**src/rtl/game_entry_loader.sv**
```systemverilog
`default_nettype none
// ============================================================================
// Module   : game_entry_loader
// Purpose  : Front-end for the Zood/Znarly grader. Collects the 4-shape master
//            pattern and each 4-shape guess one slot at a time. It presents
//            master0..3, Guess, GradeIt and ready to the grader, then waits
//            for the grader's round to finish before it accepts another guess.
// Ports    : CLOCK_50     - system clock, all state on posedge
//            reset        - asynchronous active-low reset
//            ShapeIn      - shape code for the selected slot
//            ShapeLoc     - slot index 0..3 (slot 0 = Guess[2:0])
//            LoadShape    - rising edge writes ShapeIn into slot ShapeLoc
//            StartGame    - rising edge commits master pattern / restarts
//            SubmitGuess  - rising edge submits the guess for grading
//            RoundNumber  - grader round counter
//            GameOver     - grader game-over flag
//            master0..3   - committed master pattern
//            Guess        - assembled guess {slot3,slot2,slot1,slot0}
//            GradeIt      - one-cycle grade request
//            ready        - master valid and a game is in progress
//            SlotsFilled  - bit i set = slot i written since last clear
//            ShapeError   - sticky flag for a rejected action
//            GradeTimeout - sticky flag for a grader round that never finished
// Revision : 1.0 - initial release
// ============================================================================
module game_entry_loader #(
   parameter int NUM_SHAPES    = 6,
   parameter int GRADE_TIMEOUT = 64
) (
   input  logic        CLOCK_50,
   input  logic        reset,
   input  logic [2:0]  ShapeIn,
   input  logic [1:0]  ShapeLoc,
   input  logic        LoadShape,
   input  logic        StartGame,
   input  logic        SubmitGuess,
   input  logic [3:0]  RoundNumber,
   input  logic        GameOver,
   output logic [2:0]  master0,
   output logic [2:0]  master1,
   output logic [2:0]  master2,
   output logic [2:0]  master3,
   output logic [11:0] Guess,
   output logic        GradeIt,
   output logic        ready,
   output logic [3:0]  SlotsFilled,
   output logic        ShapeError,
   output logic        GradeTimeout
);

   localparam int               CNT_W      = $clog2(GRADE_TIMEOUT) + 1;
   localparam logic [CNT_W-1:0] C_CNT_LAST = CNT_W'(GRADE_TIMEOUT - 1);
   localparam logic [3:0]       C_NUM      = 4'(NUM_SHAPES);

   typedef enum logic [2:0] {
      LOAD_MASTER = 3'd0,
      ENTER_GUESS = 3'd1,
      GRADE       = 3'd2,
      WAIT_GRADE  = 3'd3,
      GAME_END    = 3'd4
   } state_t;

   state_t r_state;
   state_t w_state_next;

   // Input capture (cur) and one-cycle history (prev) for edge detection
   logic r_load_cur, r_load_prev;
   logic r_start_cur, r_start_prev;
   logic r_submit_cur, r_submit_prev;

   logic [2:0]       r_mbuf   [4];   // master pattern being entered
   logic [2:0]       r_master [4];   // committed master pattern
   logic [2:0]       r_gbuf   [4];   // guess slots, drive Guess directly
   logic [3:0]       r_filled;
   logic             r_grade_it;
   logic             r_shape_err;
   logic             r_grade_to;
   logic [3:0]       r_rn;
   logic [CNT_W-1:0] r_cnt;

   logic w_load_edge, w_start_edge, w_submit_edge;
   logic w_code_ok, w_full;
   logic w_slot_wr, w_commit, w_submit, w_restart;
   logic w_round_done, w_timeout, w_err_set, w_err_clr;

   assign w_load_edge   = r_load_cur   & ~r_load_prev;
   assign w_start_edge  = r_start_cur  & ~r_start_prev;
   assign w_submit_edge = r_submit_cur & ~r_submit_prev;
   assign w_code_ok     = ({1'b0, ShapeIn} < C_NUM);
   assign w_full        = (r_filled == 4'hF);

   // State register
   always_ff @(posedge CLOCK_50 or negedge reset) begin
      if (!reset) r_state <= LOAD_MASTER;
      else        r_state <= w_state_next;
   end

   // Next state and action strobes. In the entry states a load edge takes
   // priority over any other edge arriving in the same cycle.
   always_comb begin
      w_state_next = r_state;
      w_slot_wr    = 1'b0;
      w_commit     = 1'b0;
      w_submit     = 1'b0;
      w_restart    = 1'b0;
      w_round_done = 1'b0;
      w_timeout    = 1'b0;
      w_err_set    = 1'b0;
      w_err_clr    = 1'b0;
      case (r_state)
         LOAD_MASTER: begin
            if (w_load_edge) begin
               if (w_code_ok) begin
                  w_slot_wr = 1'b1;
                  w_err_clr = 1'b1;
               end else begin
                  w_err_set = 1'b1;
               end
            end else if (w_start_edge) begin
               if (w_full) begin
                  w_commit     = 1'b1;
                  w_err_clr    = 1'b1;
                  w_state_next = ENTER_GUESS;
               end else begin
                  w_err_set = 1'b1;
               end
            end
         end
         ENTER_GUESS: begin
            if (w_load_edge) begin
               if (w_code_ok) begin
                  w_slot_wr = 1'b1;
                  w_err_clr = 1'b1;
               end else begin
                  w_err_set = 1'b1;
               end
            end else if (w_submit_edge) begin
               if (w_full) begin
                  w_submit     = 1'b1;
                  w_err_clr    = 1'b1;
                  w_state_next = GRADE;
               end else begin
                  w_err_set = 1'b1;
               end
            end
         end
         GRADE: begin
            w_state_next = WAIT_GRADE;
         end
         WAIT_GRADE: begin
            if (GameOver) begin
               w_state_next = GAME_END;
            end else if (RoundNumber != r_rn) begin
               w_round_done = 1'b1;
               w_state_next = ENTER_GUESS;
            end else if (r_cnt >= C_CNT_LAST) begin
               w_timeout    = 1'b1;
               w_state_next = ENTER_GUESS;
            end
         end
         GAME_END: begin
            if (w_start_edge) begin
               w_restart    = 1'b1;
               w_err_clr    = 1'b1;
               w_state_next = LOAD_MASTER;
            end
         end
         default: w_state_next = LOAD_MASTER;
      endcase
   end

   // Datapath
   always_ff @(posedge CLOCK_50 or negedge reset) begin
      if (!reset) begin
         r_load_cur    <= 1'b0;
         r_load_prev   <= 1'b0;
         r_start_cur   <= 1'b0;
         r_start_prev  <= 1'b0;
         r_submit_cur  <= 1'b0;
         r_submit_prev <= 1'b0;
         for (int i = 0; i < 4; i++) begin
            r_mbuf[i]   <= '0;
            r_master[i] <= '0;
            r_gbuf[i]   <= '0;
         end
         r_filled    <= '0;
         r_grade_it  <= 1'b0;
         r_shape_err <= 1'b0;
         r_grade_to  <= 1'b0;
         r_rn        <= '0;
         r_cnt       <= '0;
      end else begin
         r_load_cur    <= LoadShape;
         r_load_prev   <= r_load_cur;
         r_start_cur   <= StartGame;
         r_start_prev  <= r_start_cur;
         r_submit_cur  <= SubmitGuess;
         r_submit_prev <= r_submit_cur;

         r_grade_it <= w_submit;

         if (w_slot_wr) begin
            if (r_state == LOAD_MASTER) r_mbuf[ShapeLoc] <= ShapeIn;
            else                        r_gbuf[ShapeLoc] <= ShapeIn;
            r_filled[ShapeLoc] <= 1'b1;
         end

         if (w_commit) begin
            for (int i = 0; i < 4; i++) r_master[i] <= r_mbuf[i];
            r_filled   <= '0;
            r_grade_to <= 1'b0;
         end

         if (w_submit) r_rn <= RoundNumber;

         // Counter restarts in GRADE so WAIT_GRADE always begins at zero;
         // it holds at the last value rather than wrapping.
         if (r_state == GRADE) begin
            r_cnt <= '0;
         end else if (r_state == WAIT_GRADE && r_cnt != C_CNT_LAST) begin
            r_cnt <= r_cnt + 1'b1;
         end

         if (w_round_done) begin
            r_filled <= '0;
            for (int i = 0; i < 4; i++) r_gbuf[i] <= '0;
         end

         // Guess and SlotsFilled are kept so the same guess can be resubmitted
         if (w_timeout) r_grade_to <= 1'b1;

         if (w_restart) begin
            for (int i = 0; i < 4; i++) begin
               r_master[i] <= '0;
               r_gbuf[i]   <= '0;
               r_mbuf[i]   <= '0;
            end
            r_filled   <= '0;
            r_grade_to <= 1'b0;
         end

         if (w_err_set)      r_shape_err <= 1'b1;
         else if (w_err_clr) r_shape_err <= 1'b0;
      end
   end

   assign master0      = r_master[0];
   assign master1      = r_master[1];
   assign master2      = r_master[2];
   assign master3      = r_master[3];
   assign Guess        = {r_gbuf[3], r_gbuf[2], r_gbuf[1], r_gbuf[0]};
   assign GradeIt      = r_grade_it;
   assign SlotsFilled  = r_filled;
   assign ShapeError   = r_shape_err;
   assign GradeTimeout = r_grade_to;
   assign ready        = (r_state == ENTER_GUESS) || (r_state == GRADE) ||
                         (r_state == WAIT_GRADE)  || (r_state == GAME_END);

endmodule
`default_nettype wire

```
**config.mk**
```make
export PLATFORM = sky130hd
export DESIGN_NAME = game_entry_loader
export DESIGN_NICKNAME = d
export VERILOG_FILES = /design/src/rtl/game_entry_loader.sv
export SDC_FILE = /design/constraint.sdc
export NUM_CORES = 1
export LEC_CHECK = 0
export CORE_ASPECT_RATIO = 0.5
export CORE_MARGIN = 2
export CORE_UTILIZATION = 30
export CTS_CLUSTER_SIZE = 16
export DETAILED_ROUTE_END_ITERATION = 10
export GPL_ROUTABILITY_DRIVEN = 1
export PLACE_DENSITY_LB_ADDON = 0.08
export SYNTH_ARGS = -nofsm -noshare
export SYNTH_HDL_FRONTEND = slang
export SYNTH_SLANG_ARGS = --single-unit
```
**constraint.sdc**
```tcl
create_clock -name CLOCK_50 -period 2.1 [get_ports CLOCK_50]
set_input_delay 0.42 -clock CLOCK_50 [delete_from_list [all_inputs] [get_ports CLOCK_50]]
set_output_delay 0.42 -clock CLOCK_50 [all_outputs]
set_load 0.005 [all_outputs]
```
==> metrics <==
final WL 6700 microns; DPL Wire Length 4800 microns; first-pass GRT wire length 11400 microns; post-synthesis compound-gate area fraction 0.144; final worst path period share 0.911; Yosys warnings 0; Slew HR 0.622; WL/cell 15.2 microns; CP Max Fanout 8; Tot GR Track Use 0.144; Adder-Cell Fraction of Synth Area 0.00441; share of cells above drive strength 1 0.156; CP max stage cell nor4b_2; delay-heaviest family, CP simple AND/OR/NAND/NOR gates; crit-path max cell delay 0.55 ns; initial DRC count 84; fin nets 331; leading area contributor after synthesis dfrtp_1; Worst VDD drop 0.445 mV; syn_nets 269; simple-gate share of the synthesized area 0.175; Setup Crit Path Kind register to register; Starting Density 0.305; setup_tns 0 ns; synthesized instance count 253; Internal Power 3.53 mW; Register-to-Register Path Depth 5; part of the power in registers 0.396; area grow syn2layout 36.7%; drt pass-1 iters 4; final hold vios 0; PwrDens 1270 nW/um^2; switching part of the total 0.284; CTS clock-pin slew for the worst setup and hold paths 0.06 ns; Die ar. 10300 sq um; Worst-Margin Slew 0.566 ns; Hold Path Class input port to async pin; H-tree depth 3; Synth Register Bits 63; R2R Path End r_mbuf[11]; Arr. time, crit path 2.13 ns; CP bufs+invs 1; Buffers on Ports 46; Slew Viols, Final 0; Synth cell types 51; vias per inst 4.90; CP Capture Type register; Placer Congestion 0.761; Async SR Flop Fraction 1.00; # IOs 47; Clock Skew 0.00496 ns; Post-synth EDFFs 0; # rows 25; Post-route DRC 0; Period minus WS final 1.91 ns; startpoint types register; clock root buffer clkbuf_16; clk sink count 63; max cap viols 0; count leader, synth dfrtp_1; crit path cell chain buf_4 > nor4b_2 > nand3_1 > mux2i_1 > nor2_1; CTS buffer count 9; main area contributors after synthesis dfrtp_1 56%, mux2i_1 4.9%, a22o_1 4.0%, nand3_1 3.0%, nor2_1 2.8%; initial antenna violation count 0; DRT antenna net count 0; RR Startpoint r_state[0]; die width 142 microns; Clock Path Buffers 2; Final setup viols 0; Mapped Area 2840 sq um; largest net degree at the start of global routing 64; top post-synthesis cells by count 63 x dfrtp_1, 21 x nor2_1, 19 x nand2_1, 17 x nand3_1, 14 x mux2i_1; fmax 523 MHz; LEAKAGE 1.74 nW; Logic pwr share 0.281; core footprint 9320 sq um; Die Y 72.8 microns; antenna fix cells 0; R2R setup slack 0.19 ns; worst skew pair latency 0.33 ns; Yosys top cell area share 0.555; RSZ-0062 raised after global routing false; mux share of post-synthesis cell area 0.0705; vias in the first global route 2205; ys flop type dfrtp_1; sequential area share after synthesis 0.555; hold slack 0.0933 ns; vias post-DR 2161; main combinational cell family by area after synthesis simple AND/OR/NAND/NOR gates; Psw 1.40 mW; status finished, final reports clean; syn_area_per_cell 11.2 sq um; CTS tree yes; xor/xnor share of the synthesized area 0.0185; CP required 2.31 ns; grt ovf 0; Clock Power Share 0.324
==> power by group through the flow <==
stage / combinational (mW) / clock [mW] / sequential (mW)
floorplan: 0.671 / 0 / 1.91
global placement: 1.36 / 0 / 1.95
detailed placement: 1.38 / 0 / 1.97
CTS: 1.39 / 1.63 / 1.96
global route: 1.55 / 1.69 / 2.01
finish: 1.38 / 1.59 / 1.95
==> flip-flops by register name (all words and copies together), names as in the netlist, 4 cells and up <==
name,cells
SlotsFilled,4
r_rn,4
r_cnt,7
r_mbuf,12
Guess,12
==> kinds of logic (layout without fill, tap and decap cells) <==
logic type	after synthesis	after routing
AO/OA/AOI/OAI	54	54
XOR/XNOR	6	6
adder cells (fa/ha/maj)	1	1
buffers and inverters	20	87
flip-flops	63	63
multiplexers	18	18
AND/OR/NAND/NOR	91	91
==> worst register-to-register path, delay by kind of cell (launching register included) <==
family / cells / cell delay, ns
buf+inv: 1 / 0.17
flops: 1 / 0.47
mux: 1 / 0.23
simple gates: 3 / 0.94
==> stage by stage <==
stage               setup slack (ns)  std cells  instance area [sq um]  total power, mW  utilization
floorplan                      0.484        253                   2840             2.58            -
global placement              0.0787        424                   3540             3.31        0.380
detailed placement            0.0389        424                   3540             3.35        0.380
CTS                           0.0241        440                   3870             4.98        0.415
global route                  0.0876        441                   3880             5.25        0.417
finish                         0.187        441                   3880             4.92        0.417
==> cell type report <==
cell class,instances,area [sq um]
Tap cell,121,151
Clock inverter,7,97.6
Timing Repair Buffer,66,633
Sequential cell,63,1580
Clock buffer,9,225
Multi-Input combinational cell,170,1180
Inverter,5,18.8
Fill cell,891,5440
==> timing repair <==
item                       4_1_cts  5_1_grt
setup endpoints to repair        1        1
buffers inserted                 0        1
hold buffers                     0        0
resized for setup                3        2
==> worst max path at each step <==
stage | start | to | slack, ns | depth (start not counted)
after floorplan | SlotsFilled[2] | r_rn[0] | 0.48 | 5
after global placement | GameOver | Guess[11] | 0.08 | 6
after detailed placement | RoundNumber[1] | Guess[7] | 0.04 | 5
after CTS | r_state[0] | ready | 0.02 | 3
after global routing | r_state[0] | r_mbuf[2] | 0.09 | 5
final | r_state[0] | r_mbuf[11] | 0.19 | 5
==> cells in the final DEF (no fill, tap or decap), types with 3 or more instances in the layout <==
master	instances
a21oi_1	10
a22o_1	13
and3_1	3
buf_4	18
clkbuf_16	9
clkdlybuf4s50_1	44
dfrtp_1	61
inv_1	5
mux2_4	4
mux2i_1	14
nand2_1	19
nand2b_1	5
nand3_1	17
nand4_1	3
nor2_1	20
nor2b_1	3
o211ai_1	3
o21ai_0	7
o31ai_1	6
xor2_1	5
==> per-layer routing <==
metal	part of all wire	global-route usage
met1	0.51	0.198
met2	0.44	0.211
met5	0	0
met3	0.038	0.0518
met4	0.012	0.0467
(Power assumes the default switching activity.)
